$ cat src/rtl/lbist_controller.sv
// Logic BIST controller. It generates LFSR scan patterns, sequences the shift and
// capture cycles, compacts scan-out data into a MISR and compares the result with a golden signature.
module lbist_controller #(
    parameter int                    NUM_CHAINS       = 8,
    parameter int                    CHAIN_LEN        = 16,
    parameter int                    NUM_PATTERNS     = 1024,
    parameter int                    LFSR_WIDTH       = 32,
    parameter logic [LFSR_WIDTH-1:0] LFSR_SEED        = 32'hACE1_0001,
    parameter logic [LFSR_WIDTH-1:0] LFSR_POLY        = 32'h8020_0003,
    parameter int                    MISR_WIDTH       = 32,
    parameter logic [MISR_WIDTH-1:0] MISR_POLY        = 32'h8020_0003,
    parameter logic [MISR_WIDTH-1:0] GOLDEN_SIGNATURE = 32'h0000_0000
) (
    input  logic                  clk_i,
    input  logic                  rst_ni,
    input  logic                  test_mode_i,
    input  logic                  normal_test_i,
    output logic [NUM_CHAINS-1:0] scan_in_o,
    input  logic [NUM_CHAINS-1:0] scan_out_i,
    output logic                  scan_en_o,
    output logic                  busy_o,
    output logic                  test_over_o,
    output logic                  go_nogo_o,
    output logic [MISR_WIDTH-1:0] signature_o
);

    localparam int PW = $clog2(NUM_PATTERNS + 1);
    localparam int SW = (CHAIN_LEN > 1) ? $clog2(CHAIN_LEN) : 1;
    localparam logic [PW-1:0] PAT_LAST = PW'(NUM_PATTERNS);
    localparam logic [SW-1:0] SH_LAST  = SW'(CHAIN_LEN - 1);

    typedef enum logic [2:0] {
        IDLE, SHIFT, CAPTURE, UNLOAD, COMPARE, DONE
    } state_t;

    state_t                  state_q, state_d;
    logic [LFSR_WIDTH-1:0]   lfsr_q, lfsr_d, lfsr_step;
    logic [MISR_WIDTH-1:0]   misr_q, misr_d, misr_step;
    logic [PW-1:0]           pat_q, pat_d;
    logic [SW-1:0]           sh_q, sh_d;
    logic                    pass_q, pass_d;
    logic                    prev_q;
    logic                    start;

    assign start       = normal_test_i & ~prev_q & test_mode_i;
    assign signature_o = misr_q;

    always_ff @(posedge clk_i) begin
        if (!rst_ni) begin
            state_q <= IDLE;
            lfsr_q  <= '0;
            misr_q  <= '0;
            pat_q   <= '0;
            sh_q    <= '0;
            pass_q  <= 1'b0;
            prev_q  <= 1'b0;
        end else begin
            state_q <= state_d;
            lfsr_q  <= lfsr_d;
            misr_q  <= misr_d;
            pat_q   <= pat_d;
            sh_q    <= sh_d;
            pass_q  <= pass_d;
            prev_q  <= normal_test_i;
        end
    end

    always_comb begin
        state_d     = state_q;
        lfsr_d      = lfsr_q;
        misr_d      = misr_q;
        pat_d       = pat_q;
        sh_d        = sh_q;
        pass_d      = pass_q;
        scan_en_o   = 1'b0;
        scan_in_o   = '0;
        busy_o      = 1'b0;
        test_over_o = 1'b0;
        go_nogo_o   = 1'b0;

        lfsr_step = lfsr_q[0] ? ((lfsr_q >> 1) ^ LFSR_POLY) : (lfsr_q >> 1);
        misr_step = (misr_q[0] ? ((misr_q >> 1) ^ MISR_POLY) : (misr_q >> 1))
                    ^ MISR_WIDTH'(scan_out_i);

        case (state_q)
            IDLE: ;
            SHIFT: begin
                scan_en_o = 1'b1;
                scan_in_o = lfsr_q[NUM_CHAINS-1:0];
                busy_o    = 1'b1;
                lfsr_d    = lfsr_step;
                misr_d    = misr_step;
                sh_d      = sh_q + SW'(1);
                if (sh_q == SH_LAST) begin
                    sh_d    = '0;
                    state_d = CAPTURE;
                end
            end
            CAPTURE: begin
                busy_o  = 1'b1;
                pat_d   = pat_q + PW'(1);
                state_d = (pat_d == PAT_LAST) ? UNLOAD : SHIFT;
            end
            UNLOAD: begin
                scan_en_o = 1'b1;
                busy_o    = 1'b1;
                misr_d    = misr_step;
                sh_d      = sh_q + SW'(1);
                if (sh_q == SH_LAST) begin
                    sh_d    = '0;
                    state_d = COMPARE;
                end
            end
            COMPARE: begin
                busy_o  = 1'b1;
                pass_d  = (misr_q == GOLDEN_SIGNATURE);
                state_d = DONE;
            end
            DONE: begin
                test_over_o = 1'b1;
                go_nogo_o   = pass_q;
            end
            default: state_d = IDLE;
        endcase

        // Leaving test mode mid-run wipes everything so the next run starts clean.
        if (busy_o && !test_mode_i) begin
            state_d = IDLE;
            lfsr_d  = '0;
            misr_d  = '0;
            pat_d   = '0;
            sh_d    = '0;
            pass_d  = 1'b0;
        end

        if (start && (state_q == IDLE || state_q == DONE)) begin
            state_d = SHIFT;
            lfsr_d  = LFSR_SEED;
            misr_d  = '0;
            pat_d   = '0;
            sh_d    = '0;
            pass_d  = 1'b0;
        end
    end

endmodule

$ cat config.mk
export PLATFORM = sky130hd
export DESIGN_NAME = lbist_controller
export DESIGN_NICKNAME = d
export VERILOG_FILES = /design/src/rtl/lbist_controller.sv
export SDC_FILE = /design/constraint.sdc
export NUM_CORES = 1
export LEC_CHECK = 0
export BUFFER_PORTS_ARGS = -buffer_cell sky130_fd_sc_hd__buf_2
export CORE_ASPECT_RATIO = 0.9
export CORE_MARGIN = 2
export CORE_UTILIZATION = 40
export DETAILED_ROUTE_END_ITERATION = 10
export REMOVE_ABC_BUFFERS = 1
export SLEW_MARGIN = 0
export SYNTH_ARGS = -nofsm -noshare
export SYNTH_HDL_FRONTEND = slang
export SYNTH_SLANG_ARGS = --single-unit
$ cat constraint.sdc
create_clock -name clk_i -period 2.5 [get_ports clk_i]
set_input_delay 0.125 -clock clk_i [delete_from_list [all_inputs] [get_ports clk_i]]
set_output_delay 0.125 -clock clk_i [all_outputs]
set_load 0.01 [all_outputs]
== After elaboration in Yosys (flattened, before gate mapping) ==
Index checks and enable logic that the tools add are counted.
Word-level totals
  register bits after elaboration: 84
  bits of input ports: 12
  output and inout port bits: 44
  logic and storage cells: 61
Cells by class
  add/sub/neg operators: 2
  equal/unequal tests: 12
  muxes and demuxes: 17
  bitwise operators: 8
  reductions and logical operators: 13
Operators with widths (count)
  two-way mux 32 bit: 5
  logical NOT 32 bit: 1
  XOR 32 x 8 -> 32 bit: 1
  case mux 3 bit (5 select lines): 1
  adder 11 x 1 -> 11 bit (second input constant): 1
  equality test 11 bit (second input constant): 1
  two-way mux 8 bit: 1
  inequality test 4 bit (second input constant): 2
  inverter 3 -> 4 bit: 2
  equality test 3 x 2 -> 1 bit (second input constant): 2
  equality test 3 bit (second input constant): 2
  two-way mux 1 bit: 6
  two-way mux 3 bit: 2
  AND reduction 3 bit: 2
  adder 4 x 1 -> 4 bit (second input constant): 1
  equality test 4 bit (second input constant): 1
  two-way mux 4 bit: 1
  inequality test 2 bit (second input constant): 2
  OR reduction 2 bit: 2
  OR reduction 4 bit: 1
  equality test 3 x 1 -> 1 bit (second input constant): 1
  logical NOT 3 bit: 1
  inequality test 3 x 1 -> 1 bit (second input constant): 1
  inverter 1 bit: 3
  7 further kinds: 9

== Longest topological paths before layout ==
  word-level depth: 6
  depth in mapped cells: 9
  gate-level depth less buffers: 7

== Worst setup path after synthesis ==
Ideal clock, no wire load.
  kind: reg2reg
  from: register state_q[2]
  to: register misr_q[21] (netlist: signature_o[21])
  library setup time: 145 ps
  data arrival time: 1611 ps
  data required time: 2355 ps
  setup slack: 744 ps
  stages on the path, launching flop included: 10
  path buffers: 3
  period minus slack after synthesis: 1756 ps
  path through: dfxtp_1 buf_4 inv_2 nand2_1 inv_2 nor4b_4 or3b_1 buf_4 buf_6 a211oi_2
Between the ends
  cells in the longest elaborated chain, start to end: 5
  elaborated cells between the ends (all ways): 13
  classes of those cells: eq/ne (5); mux (1); reduce/logical (7)
RTL lines
  from (decl): line 36  | state_t state_q, state_d;
  from (signal assigned): line 58  | state_q <= state_d;
  equality test 3 x 2 -> 1 bit (tied with other cells): line 85  | case (state_q)
  OR reduction 4 bit (no line)
  two-way mux 1 bit: line 85
  logical AND 1 bit: line 127  | if (busy_o && !test_mode_i) begin
  OR reduction 3 bit (no line)
  to (signal assigned): line 60  | misr_q <= misr_d;
  to (decl): line 38  | logic [MISR_WIDTH-1:0] misr_q, misr_d, misr_step;
Several ways; a longest one is shown, not always the timed one.
A chain may end at the register's enable or synchronous reset.

== Final worst setup path ==
  from: register state_q[1]
  to: register misr_q[0] (netlist: signature_o[0])
The elaborated chain is that of the path after synthesis.

==> load_flow_metrics.sql <==
INSERT INTO impl_metrics (metric_group, metric, value, unit) VALUES
('power', 'p_per_area', '577.8', 'nW/um^2'),
('grt', 'grt_pass1_vias', '2648', ''),
('yosys', 'count_of_flip_flops_with_a_built_in_enable_after_synthesis', '0', ''),
('finish', 'syn_to_final_growth', '9.675', '%'),
('yosys', 'dominantRegCellSynth', 'dfxtp_1', ''),
('clock_network', 'cts_inserted_buffers', '9', ''),
('sta', 'post-route-min-period', '2018', 'ps'),
('floorplanning', 'dieHeight', '96.65', 'microns'),
('finish', 'net_count_reported_at_finish', '503', ''),
('clock_network', 'tritoncts_sink_count', '84', ''),
('critical_path', 'worst-endpoint-arrival', '2290', 'ps'),
('floorplanning', 'io-pin-count', '56', ''),
('critical_path', 'critPathCaptureType', 'flop', ''),
('routing', 'route.final.wire_length', '7432', 'microns'),
('clock_network', 'post-cts-setup-buffer-count', '0', ''),
('critical_path', 'critPathMaxFanout', '47', ''),
('grt', 'first_pass_grt_wire_length', '12570', 'microns'),
('finish', 'antenna_cells', '0', ''),
('clock_network', 'cts-resized-gates', '0', ''),
('critical_path', 'timing.critical_path.cells', 'nor2_4 > xnor2_1 > nor2b_1 > or3b_2 > buf_12 > a211oi_1', ''),
('routing', 'route.antenna.remaining_nets', '0', ''),
('clock_network', 'clk_pin_slew_worst_paths', '90', 'ps'),
('placed_design', 'port-buffer-count', '55', ''),
('sta', 'slew-limit-headroom', '0.6688', ''),
('critical_path', 'worst-path-buf-inv', '1', ''),
('routing', 'drt_first_iter_violations', '121', ''),
('routing', 'detail_route.first_pass.iterations', '4', ''),
('critical_path', 'cp_slowest_cell', 'dfxtp_1', ''),
('power', 'total_leakage_power', '1.585', 'nW'),
('placed_design', 'place_hpwl', '4920', 'microns'),
('yosys', 'synth_seq_cells', '84', ''),
('finish', 'drive_gt1_frac', '0.1911', ''),
('sta', 'final-hold-violation-count', '0', ''),
('floorplanning', 'die_w', '106.9', 'microns'),
('outcome', 'run_status', 'finished, final reports clean', ''),
('floorplanning', 'initial_utilization', '0.4143', ''),
('sta', 'fin_worst_skew', '7.918', 'ps'),
('routing', 'drt-wirelength-per-cell', '12.10', 'microns'),
('yosys', 'syn_inst', '461', ''),
('critical_path', 'crit_family', 'simple AND/OR/NAND/NOR gates', ''),
('grt', 'antenna_found_initial', '0', ''),
('clock_network', 'clock_tree.buffer_depth', '2', ''),
('clock_network', 'clk-insertion-delay-late', '350', 'ps'),
('sta', 'setup-violations-final', '0', ''),
('yosys', 'asyncSetResetFlopFracSynth', '0', ''),
('power', 'vdd.ir_drop.worst', '0.2654', 'mV'),
('sta', 'fin_setup_tns', '0', 'ps'),
('power', 'power.total', '0.002418', 'W'),
('grt', 'grt-ovfl-total', '0', ''),
('floorplanning', 'fp.coreArea', '9208', 'sq um'),
('yosys', 'ys_seq_area_frac', '0.4408', ''),
('yosys', 'post_synth.cell_area_avg', '8.275', 'sq um'),
('clock_network', 'h_tree_levels', '3', ''),
('routing', 'post_dr_vias_cell', '4.958', ''),
('critical_path', 'critPathRequiredTime', '2770', 'ps'),
('placed_design', 'dpl.cell_count', '597', ''),
('floorplanning', 'rows', '33', ''),
('sta', 'timing.final.crit_share', '0.8072', ''),
('clock_network', 'cts_tree', 'yes', ''),
('grt', 'grt_max_degree', '48', ''),
('sta', 'hold-worst-slack', '57.32', 'ps'),
('grt', 'grt.total_usage', '0.1478', ''),
('sta', 'rsz0062_at_grt', 'no', ''),
('sta', 'report.final.slew_viol_count', '0', ''),
('floorplanning', 'design.die.area', '10340', 'sq um'),
('finish', 'stdcell_count', '614', ''),
('clock_network', 'cts_root_buf', 'clkbuf_8', ''),
('yosys', 'syn-cell-area', '3815', 'sq um'),
('critical_path', 'worstSetupStartpointType', 'flop', ''),
('job', 'number_of_max_cap_violations', '0', ''),
('yosys', 'synth_cell_types', '43', ''),
('sta', 'worst_pin_slew', '496.1', 'ps'),
('critical_path', 'crit_path_max_incr_delay', '640', 'ps'),
('worst_hold_path', 'hold_path_class', 'primary input to flop', ''),
('yosys', 'synth.yosys.warnings', '0', ''),
('sta', 'timing.fmax', '495.5', 'MHz'),
('routing', 'count_of_unresolved_drc_violations_after_routing', '0', ''),
('routing', 'route.vias.total', '3044', ''),
('critical_path', 'path_class', 'flop to flop', ''),
('placed_design', 'gpl.final_weighted_congestion', '0.7561', '');
==> Yosys cell counts, types with 4 or more instances <==
master | count | area (sq um)
nand3_1 | 4 | 20.02
nand4_1 | 5 | 31.28
buf_4 | 26 | 195.2
dfxtp_1 | 84 | 1682
clkbuf_1 | 15 | 56.30
nor2b_1 | 9 | 56.30
nor3_1 | 5 | 25.02
inv_1 | 12 | 45.04
a211oi_2 | 7 | 87.58
nor2_1 | 31 | 116.4
xor2_1 | 6 | 52.55
ha_1 | 4 | 50.05
nor4_1 | 7 | 43.79
a21oi_1 | 57 | 285.3
a221oi_1 | 6 | 52.55
buf_6 | 7 | 78.83
and2_1 | 7 | 43.79
o21ai_0 | 6 | 30.03
a211oi_1 | 4 | 30.03
nand2_1 | 107 | 401.6
xnor2_1 | 21 | 183.9
==> worst register-to-register path: stages, from the launching register on <==
cell and delay [ps]:
dfxtp_1 640, nor2_4 50, xnor2_1 140, nor2b_1 160
or3b_2 520, buf_12 210, a211oi_1 230
==> placed cells by master (no fill, tap or decap), types with 2 or more instances in the layout <==
cell type	netlist	routed
a21oi_1	57	57
o21a_1	2	2
o2111ai_1	2	2
buf_2	1	55
xor2_1	6	6
nand3_1	4	4
o21ai_0	6	6
nor3_1	5	5
a221oi_1	6	6
nand4_1	5	5
nor2_1	31	31
xnor2_1	21	21
nor4_1	7	7
clkbuf_8	0	10
inv_6	0	2
nand2_1	107	107
buf_4	26	8
inv_1	12	12
nor2b_1	9	9
inv_2	2	2
and2_1	7	7
a21boi_0	2	2
or3_1	2	2
dfxtp_1	84	84
ha_1	4	4
nor4b_1	2	2
a211oi_2	7	7
clkinv_4	0	2
a211oi_1	4	4
nand2b_1	2	2
==> logic make-up after synthesis <==
kind of cell | synth area share
and+or+nand+nor | 0.2309
AOI/OAI and AO/OA | 0.1479
DFF | 0.4408
buffers and inverters | 0.1027
xor gates and xnor gates | 0.06199
adders and majority gates | 0.01312
muxes | 0.002624
==> final timing paths <==
path	start	end	slack (ps)	depth (start not counted)
max reg2reg	state_q[1]	signature_o[0]	480	6
min	scan_out_i[3]	signature_o[3]	60	3
min reg2reg	lfsr_q[18]	lfsr_q[17]	450	2
max	state_q[1]	signature_o[0]	480	6
==> power by group <==
group / switching, W / internal, W / leakage, nW
sequential: 0.0000153 / 0.00135 / 0.679
combinational: 0.0000892 / 0.0000589 / 0.813
clock: 0.000503 / 0.000397 / 0.0933
==> sequential cells by signal, summed over array words and instances, names as in the netlist <==
register / count
prev_q: 1
sh_q: 4
pass_q: 1
lfsr_q: 32
state_q: 3
pat_q: 11
signature_o: 32
==> layout make-up <==
class / instances / area (sq um)
clock buffer: 10 / 137.6
clock inverter: 6 / 47.55
fill: 913 / 5024
inverter: 14 / 52.55
multi-input combinational: 313 / 1747
sequential: 84 / 1682
tap: 122 / 152.6
timing repair buffer: 65 / 365.4
==> metrics by stage <==
step / setup WS [ps] / util / instance area [sq um]
final: 481.9 / 0.4544 / 4184
after detailed placement: 519.7 / 0.4332 / 3989
after CTS: 498.1 / 0.4544 / 4184
after global placement: 565.2 / 0.4332 / 3989
after floorplan: -1155 / - / 3476
after global routing: 334.8 / 0.4544 / 4184
==> layer usage <==
| metal | routed length [microns] | part of all wire | vias to the layer above | global-route usage |
|---|---|---|---|---|
| met3 | 391 | 0.053 | 4 | 0.04582 |
| met5 | 0 | 0 | - | 0 |
| met4 | 63 | 0.0085 | 0 | 0.03996 |
| li1 | - | - | 1567 | - |
| met1 | 3704 | 0.50 | 1403 | 0.2152 |
| met2 | 3272 | 0.44 | 70 | 0.2107 |
==> timing repair <==
action,4_1_cts,5_1_grt
hold buffers,1,0
hold endpoints to repair,1,0
endpoints found under the setup margin,0,0
No activity file was read; power rests on OpenSTA's default activity.
